$ cat src/rtl/timer_tick_rx.sv
// ---------------------------------------------------------------------------
// timer_tick_rx
//
// Receiving end of the 100 us timer toggle. The incoming square wave is
// synchronised into the clk_i domain, and every edge (either polarity) is
// turned into a one-cycle tick. The ticks feed a running tick counter and a
// divider that produces a millisecond pulse. A timeout counter watches for
// the toggle going quiet and declares the source lost.
//
// State flow: IDLE -> ACQUIRE -> LOCKED. ACQUIRE swallows the first edge to
// align to the source. A timeout in ACQUIRE or LOCKED moves to LOST. In LOST,
// the next edge re-enters ACQUIRE.
//
// Optional feature macro: TIMER_TICK_EARLY_CHECK_EN
//   When defined, this adds err_early_o. It is a sticky flag that is set when a
//   LOCKED edge arrives fewer than MIN_CYC cycles after the previous edge.
//   lost_clr_i clears it.
//
// Ports:
//   clk_i        system clock
//   rst_i        synchronous, active-high reset
//   timer_in_i   100 us toggle input, may be asynchronous to clk_i
//   enable_i     1 = run, 0 = return to IDLE with outputs quiet
//   lost_clr_i   one-cycle pulse clearing the sticky flags
//   tick_o       one-cycle pulse per accepted edge
//   ms_pulse_o   one-cycle pulse every DIV_N ticks (coincident with tick_o)
//   tick_cnt_o   ticks since lock, wraps modulo 2^CNT_W
//   locked_o     high while in LOCKED
//   lost_o       sticky loss flag
//   err_early_o  sticky early-edge flag (only with TIMER_TICK_EARLY_CHECK_EN)
// ---------------------------------------------------------------------------
module timer_tick_rx #(
  parameter int SYNC_STAGES = 2,
  parameter int TIMEOUT_CYC = 6000,
  parameter int DIV_N       = 10,
  parameter int CNT_W       = 16,
  parameter int MIN_CYC     = 4000
) (
  input  logic             clk_i,
  input  logic             rst_i,
  input  logic             timer_in_i,
  input  logic             enable_i,
  input  logic             lost_clr_i,
  output logic             tick_o,
  output logic             ms_pulse_o,
  output logic [CNT_W-1:0] tick_cnt_o,
  output logic             locked_o,
  output logic             lost_o
`ifdef TIMER_TICK_EARLY_CHECK_EN
  ,
  output logic             err_early_o
`endif
);

  localparam int TO_W  = $clog2(TIMEOUT_CYC + 1);
  localparam int DIV_W = (DIV_N > 1) ? $clog2(DIV_N) : 1;

  localparam logic [TO_W-1:0]  TO_MAX   = TO_W'(TIMEOUT_CYC);
  localparam logic [TO_W-1:0]  TO_LAST  = TO_W'(TIMEOUT_CYC - 1);
  localparam logic [DIV_W-1:0] DIV_LAST = DIV_W'(DIV_N - 1);

  localparam logic [1:0] ST_IDLE    = 2'd0;
  localparam logic [1:0] ST_ACQUIRE = 2'd1;
  localparam logic [1:0] ST_LOCKED  = 2'd2;
  localparam logic [1:0] ST_LOST    = 2'd3;

  // Reject illegal configurations at elaboration time.
  if (SYNC_STAGES < 2 || SYNC_STAGES > 4 || MIN_CYC < 0) begin : g_param_check
    $error("timer_tick_rx: illegal SYNC_STAGES or MIN_CYC");
  end

  logic [SYNC_STAGES-1:0] sync_q, sync_d;
  logic                   prev_q, prev_d;
  logic [1:0]             state_q, state_d;
  logic [TO_W-1:0]        to_cnt_q, to_cnt_d;
  logic [DIV_W-1:0]       div_q, div_d;
  logic [CNT_W-1:0]       cnt_q, cnt_d;
  logic                   tick_q, tick_d;
  logic                   ms_q, ms_d;
  logic                   lost_q, lost_d;
  logic                   sync_out;
  logic                   edge_det;
  logic                   timeout_hit;
  logic                   lost_set;
`ifdef TIMER_TICK_EARLY_CHECK_EN
  logic                   err_q, err_d;
  logic                   err_set;
`endif

  assign sync_out = sync_q[SYNC_STAGES-1];
  assign edge_det = sync_out ^ prev_q;

  // The timeout fires on the cycle that would move the counter to
  // TIMEOUT_CYC. As a result, LOST is registered exactly TIMEOUT_CYC cycles
  // after the tick of the last edge.
  assign timeout_hit = !edge_det && (to_cnt_q >= TO_LAST);

  always_comb begin
    sync_d   = {sync_q[SYNC_STAGES-2:0], timer_in_i};
    prev_d   = sync_out;
    state_d  = state_q;
    div_d    = div_q;
    cnt_d    = cnt_q;
    tick_d   = 1'b0;
    ms_d     = 1'b0;
    lost_set = 1'b0;
`ifdef TIMER_TICK_EARLY_CHECK_EN
    err_set  = 1'b0;
`endif

    if (edge_det) begin
      to_cnt_d = '0;
    end else if (to_cnt_q != TO_MAX) begin
      to_cnt_d = to_cnt_q + 1'b1;
    end else begin
      to_cnt_d = to_cnt_q;
    end

    case (state_q)
      ST_IDLE: begin
        to_cnt_d = '0;
        div_d    = '0;
        cnt_d    = '0;
        if (enable_i) state_d = ST_ACQUIRE;
      end
      ST_ACQUIRE: begin
        if (edge_det) begin
          state_d = ST_LOCKED;
        end else if (timeout_hit) begin
          state_d  = ST_LOST;
          lost_set = 1'b1;
        end
      end
      ST_LOCKED: begin
        if (edge_det) begin
          tick_d = 1'b1;
          cnt_d  = cnt_q + 1'b1;
          if (div_q == DIV_LAST) begin
            ms_d  = 1'b1;
            div_d = '0;
          end else begin
            div_d = div_q + 1'b1;
          end
`ifdef TIMER_TICK_EARLY_CHECK_EN
          err_set = (32'(to_cnt_q) < MIN_CYC);
`endif
        end else if (timeout_hit) begin
          state_d  = ST_LOST;
          lost_set = 1'b1;
        end
      end
      default: begin
        if (edge_det) begin
          state_d = ST_ACQUIRE;
          div_d   = '0;
          cnt_d   = '0;
        end
      end
    endcase

    // A disable overrides everything. The sticky flags keep their value,
    // apart from an explicit clear.
    if (!enable_i) begin
      state_d  = ST_IDLE;
      to_cnt_d = '0;
      div_d    = '0;
      cnt_d    = '0;
      tick_d   = 1'b0;
      ms_d     = 1'b0;
      lost_set = 1'b0;
`ifdef TIMER_TICK_EARLY_CHECK_EN
      err_set  = 1'b0;
`endif
    end

    // A set takes priority over a clear in the same cycle.
    if (lost_set)        lost_d = 1'b1;
    else if (lost_clr_i) lost_d = 1'b0;
    else                 lost_d = lost_q;
`ifdef TIMER_TICK_EARLY_CHECK_EN
    if (err_set)         err_d = 1'b1;
    else if (lost_clr_i) err_d = 1'b0;
    else                 err_d = err_q;
`endif
  end

  always_ff @(posedge clk_i) begin
    if (rst_i) begin
      sync_q   <= '0;
      prev_q   <= 1'b0;
      state_q  <= ST_IDLE;
      to_cnt_q <= '0;
      div_q    <= '0;
      cnt_q    <= '0;
      tick_q   <= 1'b0;
      ms_q     <= 1'b0;
      lost_q   <= 1'b0;
`ifdef TIMER_TICK_EARLY_CHECK_EN
      err_q    <= 1'b0;
`endif
    end else begin
      sync_q   <= sync_d;
      prev_q   <= prev_d;
      state_q  <= state_d;
      to_cnt_q <= to_cnt_d;
      div_q    <= div_d;
      cnt_q    <= cnt_d;
      tick_q   <= tick_d;
      ms_q     <= ms_d;
      lost_q   <= lost_d;
`ifdef TIMER_TICK_EARLY_CHECK_EN
      err_q    <= err_d;
`endif
    end
  end

  assign tick_o     = tick_q;
  assign ms_pulse_o = ms_q;
  assign tick_cnt_o = cnt_q;
  assign locked_o   = (state_q == ST_LOCKED);
  assign lost_o     = lost_q;
`ifdef TIMER_TICK_EARLY_CHECK_EN
  assign err_early_o = err_q;
`endif

endmodule

$ cat config.mk
export PLATFORM = sky130hd
export DESIGN_NAME = timer_tick_rx
export DESIGN_NICKNAME = d
export VERILOG_FILES = /design/src/rtl/timer_tick_rx.sv
export SDC_FILE = /design/constraint.sdc
export NUM_CORES = 1
export LEC_CHECK = 0
export ABC_AREA = 1
export BUFFER_PORTS_ARGS = -buffer_cell sky130_fd_sc_hd__buf_2
export CORE_AREA = 3 3 65 67
export CTS_CLUSTER_SIZE = 25
export DETAILED_ROUTE_END_ITERATION = 16
export DIE_AREA = 0 0 68 70
export HOLD_SLACK_MARGIN = 0.05
export PLACE_DENSITY = 0.78
export SYNTH_ARGS = -nofsm -noshare
export SYNTH_HDL_FRONTEND = slang
export SYNTH_SLANG_ARGS = --single-unit
export TNS_END_PERCENT = 100
$ cat constraint.sdc
create_clock -name clk_i -period 1.8 [get_ports clk_i]
set_clock_uncertainty 0.2 [all_clocks]
set_input_delay 0.27 -clock clk_i [delete_from_list [all_inputs] [get_ports clk_i]]
set_output_delay 0.27 -clock clk_i [all_outputs]
set_load 0.1 [all_outputs]
==> impl_results.html, run 1 <==
<table>
<tr><th>Metric</th><th>Value</th></tr>
<tr><th colspan="2">Status</th></tr>
<tr><td>Run status</td><td>completed</td></tr>
<tr><th colspan="2">Synthesis</th></tr>
<tr><td>Synthesized area per cell</td><td>between 7 and 8 µm²</td></tr>
<tr><td>Count of flip-flops with a built-in enable after synthesis</td><td>0</td></tr>
<tr><td>Fraction of registers with async set or reset after synthesis</td><td>0%</td></tr>
<tr><td>Cell taking the most area after synthesis</td><td>dfxtp_1</td></tr>
<tr><td>Commonest cells in the netlist</td><td>nand2_1 (68), inv_1 (46), dfxtp_1 (41)</td></tr>
<tr><td>Synth area leaders</td><td>dfxtp_1 (39%), nand2_1 (12%), inv_1 (8.3%), nor2_1 (6.1%), ha_1 (5.4%)</td></tr>
<tr><td>Flop and latch count out of synthesis</td><td>41</td></tr>
<tr><td>Number of distinct library cells after synthesis</td><td>34</td></tr>
<tr><td>Proportion of netlist area held by the largest area contributor</td><td>between 30% and 40%</td></tr>
<tr><td>Cell count after synthesis</td><td>between 200 and 300</td></tr>
<tr><td>Synth Flop Type</td><td>dfxtp_1</td></tr>
<tr><td>Total standard cell area after synthesis</td><td>2090 µm²</td></tr>
<tr><td>Number of warning messages in the yosys log</td><td>0</td></tr>
<tr><td>Most frequent cell after synthesis</td><td>nand2_1</td></tr>
<tr><td>Syn Nets</td><td>around 300</td></tr>
<tr><td>Sequential-to-total area share from yosys stat</td><td>roughly two fifths</td></tr>
<tr><th colspan="2">Global route</th></tr>
<tr><td>Leftover overflow at the end of global routing</td><td>0</td></tr>
<tr><td>Overall global routing resource usage</td><td>roughly a fifth</td></tr>
<tr><td>Antenna violations before repair</td><td>0</td></tr>
<tr><td>Largest net degree at the start of global routing</td><td>14</td></tr>
<tr><td>Vias in the first global route</td><td>between 1500 and 2000</td></tr>
<tr><td>First-pass GRT wire length</td><td>roughly 7.7 mm</td></tr>
<tr><th colspan="2">STA</th></tr>
<tr><td>Worst hold slack after final layout</td><td>0.0632 ns</td></tr>
<tr><td>Headroom to the max-slew limit</td><td>between 60% and 70%</td></tr>
<tr><td>Unrepaired setup endpoints after global routing</td><td>no</td></tr>
<tr><td>Total negative slack for setup checks</td><td>0 ns</td></tr>
<tr><td>Transition at the pin with the smallest max-transition slack</td><td>a little under 0.5 ns</td></tr>
<tr><td>Final-report hold violation count</td><td>0</td></tr>
<tr><td>Portion of the clock cycle consumed by the worst path in the final layout</td><td>93.5%</td></tr>
<tr><td>Max Clock Freq</td><td>slightly below 600 MHz</td></tr>
<tr><td>Minimum period implied by the final worst setup slack</td><td>roughly 1.7 ns</td></tr>
<tr><td>Max-slew violations</td><td>0</td></tr>
<tr><td>Setup violations, final</td><td>0</td></tr>
<tr><th colspan="2">Worst setup path</th></tr>
<tr><td>Required @ worst endpoint</td><td>around 1.3 ns</td></tr>
<tr><td>Startpoint of the worst setup timing path</td><td>state_q[1]</td></tr>
<tr><td>Setup CP Type</td><td>reg2out</td></tr>
<tr><td>Peak fanout along the critical path</td><td>6</td></tr>
<tr><td>Reg2Reg Launch Point</td><td>state_q[1]</td></tr>
<tr><td>Data arrival at the endpoint of the critical path</td><td>1.21 ns</td></tr>
<tr><td>Crit path launch type</td><td>flip-flop</td></tr>
<tr><td>Type of element capturing the critical path</td><td>output pin</td></tr>
<tr><th colspan="2">Layout</th></tr>
<tr><td>Combined area of the multi-input logic cells</td><td>~1100 µm²</td></tr>
<tr><td>Non-filler instance count after layout</td><td>about 380</td></tr>
<tr><td>Post-route cell area</td><td>2570 µm²</td></tr>
<tr><td>Layout cell share with drive strength beyond 1</td><td>a little under a quarter</td></tr>
<tr><td>N_diodes</td><td>0</td></tr>
<tr><td>Final net count</td><td>349</td></tr>
<tr><td>Register Area</td><td>850 µm²</td></tr>
<tr><td>Synthesis-to-finish area growth</td><td>22.9%</td></tr>
<tr><td>Count of filler cells inserted in the layout</td><td>approximately 310</td></tr>
<tr><th colspan="2">Worst hold path</th></tr>
<tr><td>Worst min-delay path category</td><td>in2reg</td></tr>
<tr><td>Start point of the worst hold path</td><td>enable_i</td></tr>
<tr><th colspan="2">Power and ir drop</th></tr>
<tr><td>Leak Pwr</td><td>about 1.1 nW</td></tr>
<tr><td>P per Cell Area</td><td>between 700 and 800 nW/µm²</td></tr>
<tr><td>Maximum vdd drop</td><td>about 0.46 mV</td></tr>
<tr><td>Total design power</td><td>approximately 0.0019 W</td></tr>
<tr><th colspan="2">Clock tree</th></tr>
<tr><td>CTS tree</td><td>yes</td></tr>
<tr><td>Clock Latency Late Sink</td><td>slightly below 0.3 ns</td></tr>
<tr><td>Number of sinks driven by the clock tree</td><td>~40</td></tr>
<tr><td>Inserted Clock Buffers</td><td>5</td></tr>
<tr><td>Largest buffer count on any clock path</td><td>2</td></tr>
<tr><td>Clock root cell</td><td>clkbuf_8</td></tr>
<tr><td>Clock transition at the register clock pins on the worst setup and hold paths after CTS</td><td>0.08 ns</td></tr>
<tr><td>Number of levels in the clock H-tree</td><td>2</td></tr>
<tr><td># Post-CTS Setup Buffers</td><td>0</td></tr>
<tr><th colspan="2">Detailed routing</th></tr>
<tr><td>Vias after detailed routing</td><td>1966</td></tr>
<tr><td>Post-DRT Antenna Nets</td><td>0</td></tr>
<tr><td>DRC violations left</td><td>0</td></tr>
<tr><td>Average vias per placed instance</td><td>~5</td></tr>
<tr><td>Violation count after the first detailed-route iteration</td><td>148</td></tr>
<tr><td>Wirelength, routed</td><td>between 4 and 5 mm</td></tr>
<tr><td>Drt wl/cell</td><td>around 12 µm</td></tr>
<tr><td>Count of TritonRoute iterations in the first routing pass</td><td>4</td></tr>
<tr><th colspan="2">Floorplanning</th></tr>
<tr><td>Chip height</td><td>around 70 µm</td></tr>
<tr><td>Die Wd</td><td>approximately 68 µm</td></tr>
<tr><td>Number of rows created at floorplan</td><td>22</td></tr>
<tr><td>I/O pin count</td><td>25</td></tr>
<tr><td>Initial Utilization</td><td>a little under three fifths</td></tr>
<tr><td>Total die area</td><td>~4800 µm²</td></tr>
<tr><td>Std-Cell Core Area</td><td>roughly 3700 µm²</td></tr>
<tr><th colspan="2">Placed design</th></tr>
<tr><td>Global placement routability congestion</td><td>approximately 0.86</td></tr>
<tr><td>Detailed-placement wirelength estimate</td><td>approximately 3.2 mm</td></tr>
<tr><td>Placed inst area</td><td>about 2400 µm²</td></tr>
<tr><td>Placed insts</td><td>372</td></tr>
<tr><td>Port bufs</td><td>24</td></tr>
<tr><th colspan="2">Flow run</th></tr>
<tr><td>Max_cap viols</td><td>0</td></tr>
</table>
==> through the flow <==
step / util (%) / setup slack [ns]
global route: 69.6 / 0.0161
floorplan: - / -0.0333
detailed placement: 64.7 / 0.117
finish: 69.6 / 0.118
CTS: 69.4 / 0.0453
global placement: 64.7 / 0.144
==> per-layer routing <==
layer  GRT usage, %  up-vias  wire length [µm]
met5              0        -                 0
met4           8.61        0               102
met3           5.14       11               173
met2           32.1       38              2100
met1           25.6      889              2080
li1               -     1028                 -
==> repair_timing <==
item	in CTS	in global routing
hold buffers	4	0
endpoints found under the hold margin	4	0
setup endpoints to repair	0	4
resized for setup	0	4
==> placed cells by master (no fill, tap or decap), types with 2 or more instances in the layout <==
cell type      Yosys  layout
nand2_1           68      67
inv_1             46      45
nor2_1            34      32
dfxtp_1           41      26
buf_2              1      23
a21oi_1           22      22
nand3_1           14      14
nand4_1           12      12
o21ai_0           12      11
dfxtp_2            0      11
nor3_1             9       9
ha_1               9       7
buf_4              0       7
clkbuf_8           0       5
dlygate4sd3_1      0       4
dfxtp_4            0       4
inv_2              2       3
nor2_2             1       3
xor2_1             3       3
nand2_2            1       2
ha_4               0       2
bufinv_16          0       2
==> flip-flops by register name (all words and copies together), names as in the netlist <==
signal,flops
to_cnt_q,13
tick_o,1
lost_o,1
state_q,2
prev_q,1
tick_cnt_o,16
sync_q,2
ms_pulse_o,1
div_q,4
==> worst max-delay path: stages (launching register included) <==
cell and delay (ns):
dfxtp_1 0.39, buf_4 0.15, ha_4 0.19, buf_12 0.19
==> cell type report <==
type	count	share of cell area [%]
Clock inverter	3	2.54
Clock buffer	5	2.68
Sequential cell	41	33.1
Tap cell	48	2.34
Inverter	49	7.26
Timing Repair Buffer	35	8.87
Multi-Input combinational cell	203	43.2
==> worst paths after layout <==
path                  to  slack [ns]  cells after the start
min reg2reg    sync_q[1]        0.22                      2
min               lost_o        0.06                      3
max             locked_o        0.12                      3
max reg2reg  to_cnt_q[2]        0.15                      5
==> cells by family after synthesis <==
group | share of synthesized area, %
buffers and inverters | 9.17
AO/OA/AOI/OAI | 12.2
flip-flops | 39.3
XOR/XNOR | 1.68
AND/OR/NAND/NOR | 32.3
adder cells (fa/ha/maj) | 5.39
==> report_power, final <==
group | total [W] | internal (W) | switching [W]
combinational | 0.000116 | 0.0000429 | 0.0000731
sequential | 0.000912 | 0.000907 | 0.00000514
clock | 0.000881 | 0.000551 | 0.000330
Power figures use the tool's default switching activity.
==> run 2: changes to the inputs <==
- clock period: 1.8 -> 1.9 ns (I/O delays scaled with it)
==> run 2 against run 1 <==
  * Via count decreased by 3.6%
  * Combinational power is 5% lower
  * Hold slack improved by 0.030 ns
  * Power decreased by 19%
  * Final area down 2.4%
  * Register-to-register slack gained 0.07 ns
  * Global-route usage shrank 1.3 points
  * Clock-buffer cell count is 2 higher
  * Routed wire length down 8.4%
  * First-iteration DRC count grew 1.4%
==> impl_results.html, run 2 (same netlist as run 1, synthesis figures left out) <==
<table>
<tr><th>Metric</th><th>Value</th></tr>
<tr><th colspan="2">Status</th></tr>
<tr><td>Run status</td><td>completed</td></tr>
<tr><th colspan="2">Floorplanning</th></tr>
<tr><td>Std-Cell Core Area</td><td>3690 µm² (unchanged)</td></tr>
<tr><td>Chip height</td><td>70 µm (unchanged)</td></tr>
<tr><td>Die Wd</td><td>68 µm (unchanged)</td></tr>
<tr><td>Number of rows created at floorplan</td><td>22 (unchanged)</td></tr>
<tr><td>I/O pin count</td><td>25 (unchanged)</td></tr>
<tr><td>Initial Utilization</td><td>56.6% (unchanged)</td></tr>
<tr><td>Total die area</td><td>4760 µm² (unchanged)</td></tr>
<tr><th colspan="2">Worst setup path</th></tr>
<tr><td>Data arrival at the endpoint of the critical path</td><td>1.71 ns (+0.50 ns)</td></tr>
<tr><td>Crit-path cells</td><td>dlygate4sd3_1 -&gt; buf_2 -&gt; nor2_2 -&gt; inv_1 -&gt; nor3_4 -&gt; buf_12 -&gt; inv_2 -&gt; nor3_1</td></tr>
<tr><td>Setup CP Type</td><td>in2reg</td></tr>
<tr><td>Type of element capturing the critical path</td><td>flip-flop</td></tr>
<tr><td>Cell with the largest stage delay on the worst path</td><td>dlygate4sd3_1</td></tr>
<tr><td>Critical Path Max Stage Delay</td><td>0.53 ns (+0.14 ns)</td></tr>
<tr><td>Required @ worst endpoint</td><td>1.92 ns (+0.59 ns)</td></tr>
<tr><td>Crit path launch type</td><td>input pin</td></tr>
<tr><td>Peak fanout along the critical path</td><td>9 (+3)</td></tr>
<tr><th colspan="2">Layout</th></tr>
<tr><td>Final net count</td><td>348 (-0.29%)</td></tr>
<tr><td>Count of filler cells inserted in the layout</td><td>333 (+6.1%)</td></tr>
<tr><td>Commonest cells after routing, fill and taps aside</td><td>nand2_1 (68), inv_1 (45), nor2_1 (32)</td></tr>
<tr><td>Combined area of the multi-input logic cells</td><td>1090 µm² (-1.4%)</td></tr>
<tr><td>Synthesis-to-finish area growth</td><td>20.0%</td></tr>
<tr><td>Flip-flop count of the largest register after layout</td><td>16 (unchanged)</td></tr>
<tr><td>Final core utilization</td><td>67.9% (-1.7 points)</td></tr>
<tr><td>Layout cell share with drive strength beyond 1</td><td>21.6% (-1.1 points)</td></tr>
<tr><td>N_diodes</td><td>0 (unchanged)</td></tr>
<tr><td>Register Area</td><td>846 µm² (-0.44%)</td></tr>
<tr><td>Most common library cell in the layout ignoring fill and taps</td><td>nand2_1</td></tr>
<tr><th colspan="2">Detailed routing</th></tr>
<tr><td>Average vias per placed instance</td><td>4.96 (-3.1%)</td></tr>
<tr><td>Post-DRT Antenna Nets</td><td>0 (unchanged)</td></tr>
<tr><td>Wirelength, routed</td><td>4.08 mm (-8.4%)</td></tr>
<tr><td>Vias after detailed routing</td><td>1896 (-3.6%)</td></tr>
<tr><td>DRC violations left</td><td>0 (unchanged)</td></tr>
<tr><td>Violation count after the first detailed-route iteration</td><td>150 (+1.4%)</td></tr>
<tr><td>Drt wl/cell</td><td>10.7 µm (-7.9%)</td></tr>
<tr><td>Count of TritonRoute iterations in the first routing pass</td><td>4 (unchanged)</td></tr>
<tr><th colspan="2">STA</th></tr>
<tr><td>Transition at the pin with the smallest max-transition slack</td><td>0.489 ns (-0.00174 ns)</td></tr>
<tr><td>Total negative slack for setup checks</td><td>0 ns (unchanged)</td></tr>
<tr><td>Headroom to the max-slew limit</td><td>67.6% (+0.12 points)</td></tr>
<tr><td>Unrepaired setup endpoints after global routing</td><td>no</td></tr>
<tr><td>Max Clock Freq</td><td>slightly below 600 MHz</td></tr>
<tr><td>Minimum period implied by the final worst setup slack</td><td>roughly 1.7 ns</td></tr>
<tr><td>Final-report hold violation count</td><td>0 (unchanged)</td></tr>
<tr><td>Max-slew violations</td><td>0 (unchanged)</td></tr>
<tr><td>Worst hold slack after final layout</td><td>0.0928 ns (+0.0296 ns)</td></tr>
<tr><td>Portion of the clock cycle consumed by the worst path in the final layout</td><td>88.8%</td></tr>
<tr><td>Setup violations, final</td><td>0 (unchanged)</td></tr>
<tr><th colspan="2">Flow run</th></tr>
<tr><td>Max_cap viols</td><td>0 (unchanged)</td></tr>
<tr><th colspan="2">Clock tree</th></tr>
<tr><td>Inserted Clock Buffers</td><td>5 (unchanged)</td></tr>
<tr><td>Number of sinks driven by the clock tree</td><td>41 (unchanged)</td></tr>
<tr><td>Number of levels in the clock H-tree</td><td>2 (unchanged)</td></tr>
<tr><td>CTS tree</td><td>yes</td></tr>
<tr><td>Largest buffer count on any clock path</td><td>2 (unchanged)</td></tr>
<tr><td>Clock Latency Late Sink</td><td>0.29 ns (about the same)</td></tr>
<tr><td>Clock root cell</td><td>clkbuf_8</td></tr>
<tr><td>Clock transition at the register clock pins on the worst setup and hold paths after CTS</td><td>0.08 ns (about the same)</td></tr>
<tr><th colspan="2">Global route</th></tr>
<tr><td>Vias in the first global route</td><td>1603 (-14%)</td></tr>
<tr><td>First-pass GRT wire length</td><td>7.04 mm (-8.4%)</td></tr>
<tr><td>Largest net degree at the start of global routing</td><td>13 (-1)</td></tr>
<tr><td>Leftover overflow at the end of global routing</td><td>0 (unchanged)</td></tr>
<tr><td>Antenna violations before repair</td><td>0 (unchanged)</td></tr>
<tr><td>Overall global routing resource usage</td><td>19.0% (-1.3 points)</td></tr>
<tr><th colspan="2">Power and ir drop</th></tr>
<tr><td>Leak Pwr</td><td>1.05 nW (-2.4%)</td></tr>
<tr><td>P per Cell Area</td><td>618 nW/µm² (-17%)</td></tr>
<tr><td>Maximum vdd drop</td><td>0.446 mV (-3.4%)</td></tr>
<tr><th colspan="2">Placed design</th></tr>
<tr><td>Port bufs</td><td>24 (unchanged)</td></tr>
<tr><td>Detailed-placement wirelength estimate</td><td>3.10 mm (-3.0%)</td></tr>
<tr><td>Global placement routability congestion</td><td>0.830 (-3.7%)</td></tr>
<tr><th colspan="2">Worst hold path</th></tr>
<tr><td>Worst min-delay path category</td><td>in2reg</td></tr>
</table>
-- run 2: timing repair --
| item | in CTS | in global routing |
|---|---|---|
| endpoints found under the setup margin | 0 | 7 |
| endpoints found under the hold margin | 4 | 0 |
| setup buffers | 0 | 1 |
| gates resized for setup | 0 | 4 |
| hold buffers | 4 | 0 |
-- run 2: per-layer routing --
layer  vias to the layer above  track usage (%)  share of wire, %
li1                       1024                -                 -
met1                       828             27.1                49
met2                        37             26.7                44
met3                         7             4.34               4.5
met4                         0             8.61               2.0
met5                         -                0                 0
-- run 2: worst paths after layout --
kind                       from              to  slack, ns  cells after the start
setup / recovery          rst_i     to_cnt_q[7]       0.21                      8
hold / removal         enable_i          lost_o       0.09                      3
setup reg to reg  tick_cnt_o[0]  tick_cnt_o[14]       0.22                      7
hold reg to reg       sync_q[0]       sync_q[1]       0.21                      2
-- run 2: per-stage QoR --
stage | total power [W] | cell area, µm² | setup slack (ns) | instances
after floorplan | 0.000959 | 2120 | 0.0311 | 294
after detailed placement | 0.000988 | 2350 | 0.157 | 370
after CTS | 0.00157 | 2480 | 0.0700 | 381
after global placement | 0.000986 | 2350 | 0.197 | 370
final | 0.00155 | 2500 | 0.212 | 382
after global routing | 0.00162 | 2500 | 0.0110 | 382
-- run 2: area by class of cell --
class | instances | area share [%]
repair buffers | 34 | 9.29
clock buffers | 7 | 3.45
flip-flops and latches | 41 | 33.8
multi-input cells | 203 | 43.7
inverters | 49 | 7.44
well taps | 48 | 2.40
-- run 2: where the power goes --
part / internal (W) / total (W) / switching (W)
combinational: 0.0000420 / 0.000110 / 0.0000678
clock: 0.000288 / 0.000571 / 0.000283
sequential: 0.000863 / 0.000867 / 0.00000477
total: 0.00119 / 0.00155 / 0.000355
-- run 2: worst max-delay path: cells and delay by family --
| family | cells | cell delay (ns) |
|---|---|---|
| buf+inv | 5 | 0.97 |
| simple gates | 3 | 0.45 |
